### src/rtl/sm4_cmd_seq.sv
// SM4 command sequencer: one valid/ready command at a time driving key RAM, key generator and cipher core.
// Define SM4_KEY_CACHE_EN to let a FETCH of the already-installed slot skip the RAM read.
module sm4_cmd_seq #(
   parameter int ADDR_W      = 7,
   parameter int KEYGEN_LAT  = 4,
   parameter int RAM_TIMEOUT = 15
) (
   input  logic              i_clk,
   input  logic              i_rst_n,
   input  logic              i_cmd_valid,
   output logic              o_cmd_ready,
   input  logic [2:0]        i_cmd_op,
   input  logic [ADDR_W-1:0] i_cmd_addr,
   input  logic [127:0]      i_cmd_key,
   input  logic [127:0]      i_cmd_data,
   output logic              o_ram_ren,
   output logic              o_ram_wen,
   output logic [ADDR_W-1:0] o_ram_addr,
   output logic [127:0]      o_ram_wdata,
   input  logic [127:0]      i_ram_rdata,
   input  logic              i_ram_rvalid,
   output logic              o_keygen_en,
   input  logic [127:0]      i_keygen_key,
   output logic [127:0]      o_core_init_key,
   output logic              o_core_init_valid,
   output logic [1:0]        o_core_mode,
   output logic [127:0]      o_core_data,
   output logic              o_core_valid,
   input  logic              i_core_ready,
   input  logic [127:0]      i_core_data,
   input  logic              i_core_valid,
   output logic              o_rsp_valid,
   input  logic              i_rsp_ready,
   output logic [127:0]      o_rsp_data,
   output logic              o_rsp_err
);
   localparam logic [2:0] OP_LOAD  = 3'd0;
   localparam logic [2:0] OP_FETCH = 3'd1;
   localparam logic [2:0] OP_GEN   = 3'd2;
   localparam logic [2:0] OP_ENC   = 3'd3;
   localparam logic [2:0] OP_DEC   = 3'd4;
   localparam int CNT_MAX = (RAM_TIMEOUT > KEYGEN_LAT) ? RAM_TIMEOUT : KEYGEN_LAT;
   localparam int CNT_W   = $clog2(CNT_MAX + 1);

   typedef enum logic [2:0] {IDLE, LOAD, RAM_RD, KEYGEN, CORE_REQ, CORE_RUN, RSP} state_t;

   state_t              state_reg, state_next;
   logic [CNT_W-1:0]    cnt_reg, cnt_next;
   logic [ADDR_W-1:0]   slot_reg, slot_next;
   logic                key_loaded_reg, key_loaded_next;
   logic                cmd_ready_reg, cmd_ready_next;
   logic                ram_ren_reg, ram_ren_next;
   logic                ram_wen_reg, ram_wen_next;
   logic [ADDR_W-1:0]   ram_addr_reg, ram_addr_next;
   logic [127:0]        ram_wdata_reg, ram_wdata_next;
   logic                keygen_en_reg, keygen_en_next;
   logic [127:0]        init_key_reg, init_key_next;
   logic                init_valid_reg, init_valid_next;
   logic [1:0]          core_mode_reg, core_mode_next;
   logic [127:0]        core_data_reg, core_data_next;
   logic                core_valid_reg, core_valid_next;
   logic                rsp_valid_reg, rsp_valid_next;
   logic [127:0]        rsp_data_reg, rsp_data_next;
   logic                rsp_err_reg, rsp_err_next;
   logic                cache_hit;

   // Every output register is loaded with the value belonging to the state being entered.
   always_comb begin
      state_next      = state_reg;
      cnt_next        = cnt_reg;
      slot_next       = slot_reg;
      key_loaded_next = key_loaded_reg;
      ram_ren_next    = 1'b0;
      ram_wen_next    = 1'b0;
      ram_addr_next   = ram_addr_reg;
      ram_wdata_next  = ram_wdata_reg;
      init_key_next   = init_key_reg;
      init_valid_next = 1'b0;
      core_mode_next  = core_mode_reg;
      core_data_next  = core_data_reg;
      rsp_data_next   = rsp_data_reg;
      rsp_err_next    = rsp_err_reg;
      case (state_reg)
         IDLE: begin
            if (i_cmd_valid) begin
               slot_next     = i_cmd_addr;
               cnt_next      = '0;
               rsp_data_next = '0;
               rsp_err_next  = 1'b0;
               case (i_cmd_op)
                  OP_LOAD: begin
                     state_next      = LOAD;
                     init_key_next   = i_cmd_key;
                     init_valid_next = 1'b1;
                  end
                  OP_FETCH: begin
                     if (cache_hit) begin
                        state_next = RSP;
                     end else begin
                        state_next    = RAM_RD;
                        ram_ren_next  = 1'b1;
                        ram_addr_next = i_cmd_addr;
                     end
                  end
                  OP_GEN: state_next = KEYGEN;
                  OP_ENC, OP_DEC: begin
                     if (key_loaded_reg) begin
                        state_next     = CORE_REQ;
                        core_mode_next = (i_cmd_op == OP_ENC) ? 2'b01 : 2'b10;
                        core_data_next = i_cmd_data;
                     end else begin
                        state_next   = RSP;
                        rsp_err_next = 1'b1;
                     end
                  end
                  default: begin
                     state_next   = RSP;
                     rsp_err_next = 1'b1;
                  end
               endcase
            end
         end
         RAM_RD: begin
            cnt_next = cnt_reg + 1'b1;
            if (i_ram_rvalid) begin
               state_next      = LOAD;
               init_key_next   = i_ram_rdata;
               init_valid_next = 1'b1;
            end else if (cnt_reg == CNT_W'(RAM_TIMEOUT - 1)) begin
               state_next   = RSP;
               rsp_err_next = 1'b1;
            end
         end
         KEYGEN: begin
            cnt_next = cnt_reg + 1'b1;
            if (cnt_reg == CNT_W'(KEYGEN_LAT - 1)) begin
               state_next      = LOAD;
               init_key_next   = i_keygen_key;
               init_valid_next = 1'b1;
               ram_wen_next    = 1'b1;
               ram_addr_next   = slot_reg;
               ram_wdata_next  = i_keygen_key;
            end
         end
         LOAD: begin
            key_loaded_next = 1'b1;
            state_next      = RSP;
         end
         CORE_REQ: if (i_core_ready) state_next = CORE_RUN;
         CORE_RUN: begin
            if (i_core_valid) begin
               rsp_data_next = i_core_data;
               state_next    = RSP;
            end
         end
         RSP: if (i_rsp_ready) state_next = IDLE;
         default: state_next = IDLE;
      endcase
      cmd_ready_next  = (state_next == IDLE);
      keygen_en_next  = (state_next == KEYGEN);
      core_valid_next = (state_next == CORE_REQ);
      rsp_valid_next  = (state_next == RSP);
   end

   always_ff @(posedge i_clk or negedge i_rst_n) begin
      if (!i_rst_n) begin
         state_reg      <= IDLE;
         cnt_reg        <= '0;
         slot_reg       <= '0;
         key_loaded_reg <= 1'b0;
         cmd_ready_reg  <= 1'b1;
         ram_ren_reg    <= 1'b0;
         ram_wen_reg    <= 1'b0;
         ram_addr_reg   <= '0;
         ram_wdata_reg  <= '0;
         keygen_en_reg  <= 1'b0;
         init_key_reg   <= '0;
         init_valid_reg <= 1'b0;
         core_mode_reg  <= '0;
         core_data_reg  <= '0;
         core_valid_reg <= 1'b0;
         rsp_valid_reg  <= 1'b0;
         rsp_data_reg   <= '0;
         rsp_err_reg    <= 1'b0;
      end else begin
         state_reg      <= state_next;
         cnt_reg        <= cnt_next;
         slot_reg       <= slot_next;
         key_loaded_reg <= key_loaded_next;
         cmd_ready_reg  <= cmd_ready_next;
         ram_ren_reg    <= ram_ren_next;
         ram_wen_reg    <= ram_wen_next;
         ram_addr_reg   <= ram_addr_next;
         ram_wdata_reg  <= ram_wdata_next;
         keygen_en_reg  <= keygen_en_next;
         init_key_reg   <= init_key_next;
         init_valid_reg <= init_valid_next;
         core_mode_reg  <= core_mode_next;
         core_data_reg  <= core_data_next;
         core_valid_reg <= core_valid_next;
         rsp_valid_reg  <= rsp_valid_next;
         rsp_data_reg   <= rsp_data_next;
         rsp_err_reg    <= rsp_err_next;
      end
   end

`ifdef SM4_KEY_CACHE_EN
   logic              cache_valid_reg;
   logic [ADDR_W-1:0] cache_slot_reg;
   logic              direct_load_reg;

   assign cache_hit = cache_valid_reg && (cache_slot_reg == i_cmd_addr);

   // A direct LOAD installs a key that matches no slot, so it invalidates the cache.
   always_ff @(posedge i_clk or negedge i_rst_n) begin
      if (!i_rst_n) begin
         cache_valid_reg <= 1'b0;
         cache_slot_reg  <= '0;
         direct_load_reg <= 1'b0;
      end else begin
         if (state_reg == IDLE && i_cmd_valid)
            direct_load_reg <= (i_cmd_op == OP_LOAD);
         if (state_reg == LOAD) begin
            cache_valid_reg <= !direct_load_reg;
            if (!direct_load_reg)
               cache_slot_reg <= slot_reg;
         end
      end
   end
`else
   assign cache_hit = 1'b0;
`endif

   assign o_cmd_ready       = cmd_ready_reg;
   assign o_ram_ren         = ram_ren_reg;
   assign o_ram_wen         = ram_wen_reg;
   assign o_ram_addr        = ram_addr_reg;
   assign o_ram_wdata       = ram_wdata_reg;
   assign o_keygen_en       = keygen_en_reg;
   assign o_core_init_key   = init_key_reg;
   assign o_core_init_valid = init_valid_reg;
   assign o_core_mode       = core_mode_reg;
   assign o_core_data       = core_data_reg;
   assign o_core_valid      = core_valid_reg;
   assign o_rsp_valid       = rsp_valid_reg;
   assign o_rsp_data        = rsp_data_reg;
   assign o_rsp_err         = rsp_err_reg;
endmodule

### config.mk
export PLATFORM = sky130hd
export DESIGN_NAME = sm4_cmd_seq
export DESIGN_NICKNAME = d
export VERILOG_FILES = /design/src/rtl/sm4_cmd_seq.sv
export SDC_FILE = /design/constraint.sdc
export NUM_CORES = 1
export LEC_CHECK = 0
export CAP_MARGIN = 5
export CORE_AREA = 10 10 454 456
export CTS_CLUSTER_DIAMETER = 80
export CTS_CLUSTER_SIZE = 28
export DETAILED_ROUTE_END_ITERATION = 12
export DIE_AREA = 0 0 464 466
export RECOVER_POWER = 100
export SYNTH_ARGS = -nofsm -noshare
export SYNTH_HDL_FRONTEND = slang
export SYNTH_SLANG_ARGS = --single-unit
export TNS_END_PERCENT = 20
### constraint.sdc
create_clock -name i_clk -period 5.2 [get_ports i_clk]
set_input_delay 1.56 -clock i_clk [delete_from_list [all_inputs] [get_ports i_clk]]
set_output_delay 1.56 -clock i_clk [all_outputs]
set_load 0.05 [all_outputs]
==> run_results.csv <==
group,metric,value,unit
yosys,synth_edf_count,0,
setup_path,critPathArrivalTime,4.96,ns
yosys,yosys_warnings,0,
detailed_routing,routed_wl,178,mm
yosys,synth_fp_nets,2883,
detailed_routing,wire_per_inst,29.3,um
detailed_routing,vias_per_cell,3.61,
timing,fmax,230,MHz
die,die_w,464,um
yosys,yosysMostFrequentCell,"nand2_1",
yosys,synth_ff_type,"dfrtp_1",
clocking,cts_tree,"yes",
setup_path,timing_worst_setup_path_type,"in2reg",
detailed_routing,antenna_left,0,
final_layout,syn_to_final_growth,73.3,%
detailed_routing,drtIter0Drc,1322,
yosys,synth_area,0.0235,mm^2
clocking,clk_path_buf_depth,3,
timing,hold_slack,0.472,ns
global_route,overflow,0,
clocking,clkLatencyLatePin,0.73,ns
timing,setup_viol,0,
die,die_y,466,um
yosys,netlist.area_leader.share,57.9,%
die,boundaryPins,1186,
setup_path,ff2ff_path_depth,6,
yosys,async_flop_share,100,%
timing,period_share,83.6,%
timing,final_hold_viol_count,0,
timing,rsz0062_at_grt,"no",
setup_path,reg2reg_slack,1.53,ns
setup_path,rr_startpoint,"state_reg[0]",
global_route,antenna_found_initial,129,
setup_path,start_kind,"primary input",
global_route,grt_pass1_vias,22400,
yosys,ys_ff_latch,544,
die,rows,163,
placed_design,io_buffers,1185,
global_route,grt_pass1_wl,229,mm
clocking,ctsResizeCount,0,
clocking,clkTransAtPathRegs,0.09,ns
clocking,root_buffer,"clkbuf_16",
power_and_ir_drop,ir_worst_vdd,0.343,mV
final_layout,multi_input_area,0.00913,mm^2
setup_path,r2r-end,"o_core_data[19]",
detailed_routing,drcViolationCount,0,
timing,fin_crit,4.35,ns
yosys,synth_area_leader_cell,"dfrtp_1",
clocking,clock_sinks,544,
power_and_ir_drop,pwr_density_cell,706,mW/mm^2
yosys,synthTopCellsByArea,"dfrtp_1 58%, nand2_1 13%, mux2_2 7.3%, mux2_1 5.7%, mux2i_1 5.5%",
timing,maxSlewHeadroom,-89.7,%
flow_run,drv_cap,3,
global_route,grt.total_usage,15.7,%
timing,worst_pin_slew,2.85,ns
clocking,postCtsSetupBuffers,0,
outcome,outcome,"finished with violations",
worst_hold_path,min_to,"o_ram_wdata[125]",
final_layout,nets,4027,
yosys,synth_cell_types,51,
clocking,cts_buffers,59,
clocking,htree_levels,2,
final_layout,fillers,21600,
placed_design,hpwl,151,mm
yosys,seq_area_frac_synth,58.0,%
setup_path,end_kind,"register",
setup_path,required,5.82,ns
clocking,cts_hold_buffers,0,
outcome,violations,"capacitance limit, slew limit",
yosys,syn_inst,2224,
timing,fin_skew,0.0461,ns
timing,drv_slew,234,
detailed_routing,dr.pass1.iters,5,
worst_hold_path,holdPathStages,2,
worst_hold_path,min-delay-start,"o_ram_wdata[125]",
placed_design,gp_congestion,0.911,
die,die_area,0.216,mm^2
detailed_routing,num_vias,21900,
global_route,grt_max_degree,129,
timing,setup_tns,0,ns
yosys,synth_commonest_cells,"796 x nand2_1, 543 x dfrtp_1, 165 x o21ai_0, 152 x mux2_2, 128 x mux2i_1",
final_layout,drive_gt1_share,8.92,%
power_and_ir_drop,leakage,17.0,nW
final_layout,seq_area,0.0136,mm^2
die,core,0.197,mm^2
worst_hold_path,min_path_type,"reg2reg",
yosys,syn_avg_cell_area,10.6,um^2
die,start_util,11.9,%
setup_path,path_max_fanout,30,
==> worst max-delay path, cell delays in order <==
cell and delay, ns:
dlygate4sd3_1 0.61, nor2b_1 0.20, nor3b_1 0.84, o211ai_1 0.19
buf_4 0.29, clkbuf_1 0.69, mux2_2 0.52
==> cell families after synthesis <==
group / count (synthesis) / synth area share, %
adders and majority gates: 2 / 0.107
buffers and inverters: 153 / 3.10
muxes: 398 / 18.4
AOI/OAI and AO/OA: 288 / 6.49
DFF: 544 / 58.0
and+or+nand+nor: 839 / 13.9
==> cells in the final DEF, fill, tap and decap left out, drive strengths merged, types with 3 or more instances in the layout <==
cell type / instances
nand2: 796
clkdlybuf4s50: 653
dfrtp: 543
dlygate4sd3: 530
mux2: 270
o21ai: 262
mux2i: 128
clkbuf: 81
inv: 31
buf: 27
diode: 22
clkinv: 18
nor2: 9
a21oi: 6
nand3: 6
clkinvlp: 5
nor2b: 4
a21o: 4
nor3b: 3
and3: 3
bufinv: 3
==> metrics by stage <==
| step | total power, mW | utilization, % | setup WS [ns] | area [um^2] | std cells |
|---|---|---|---|---|---|
| after detailed placement | 25.1 | 19.6 | 1.07 | 38600 | 5947 |
| after floorplan | 16.9 | - | 2.09 | 23500 | 2224 |
| after global placement | 25.0 | 19.6 | 1.09 | 38600 | 5947 |
| after CTS | 30.2 | 20.8 | 1.20 | 40800 | 6059 |
| final | 28.7 | 20.7 | 0.851 | 40700 | 6081 |
| after global routing | 30.4 | 20.7 | 0.636 | 40700 | 6068 |
==> routing by layer <==
metal  up-vias  track usage (%)  routed length, um
met1     10700             16.6              64100
li1       9750                -                  -
met3       290             10.2              26300
met4        20             4.08               5750
met5         -                0                123
met2      1189             25.9              81900
==> layout make-up <==
type | instances | area share [%]
well taps | 2640 | 8.12
repair buffers | 1232 | 30.3
clock inverters | 53 | 1.85
clock buffers | 59 | 3.63
diodes | 22 | 0.135
multi-input cells | 1527 | 22.4
inverters | 4 | 0.0492
flip-flops and latches | 544 | 33.5
==> worst max path at each step <==
stage                             startpoint                   to  slack (ns)  cells after the start
after floorplan                  i_cmd_op[0]      o_core_data[29]        2.09                      7
after global placement           i_cmd_valid  o_core_init_key[22]        1.09                      6
after detailed placement         i_cmd_valid  o_core_init_key[30]        1.07                      6
after CTS                 o_core_init_key[1]   o_core_init_key[1]        1.20                      1
after global routing             i_cmd_valid     o_core_data[119]        0.64                      7
final                            i_cmd_valid      o_core_data[19]        0.85                      7
==> report_power, final <==
| part | switching, mW | internal (mW) | total [mW] | leakage, nW |
|---|---|---|---|---|
| sequential | 1.11 | 6.16 | 7.27 | 6.51 |
| combinational | 12.1 | 4.46 | 16.6 | 9.45 |
| clock | 2.44 | 2.44 | 4.88 | 1.07 |
| total | 15.7 | 13.1 | 28.7 | 17.0 |
(Power assumes the default switching activity.)
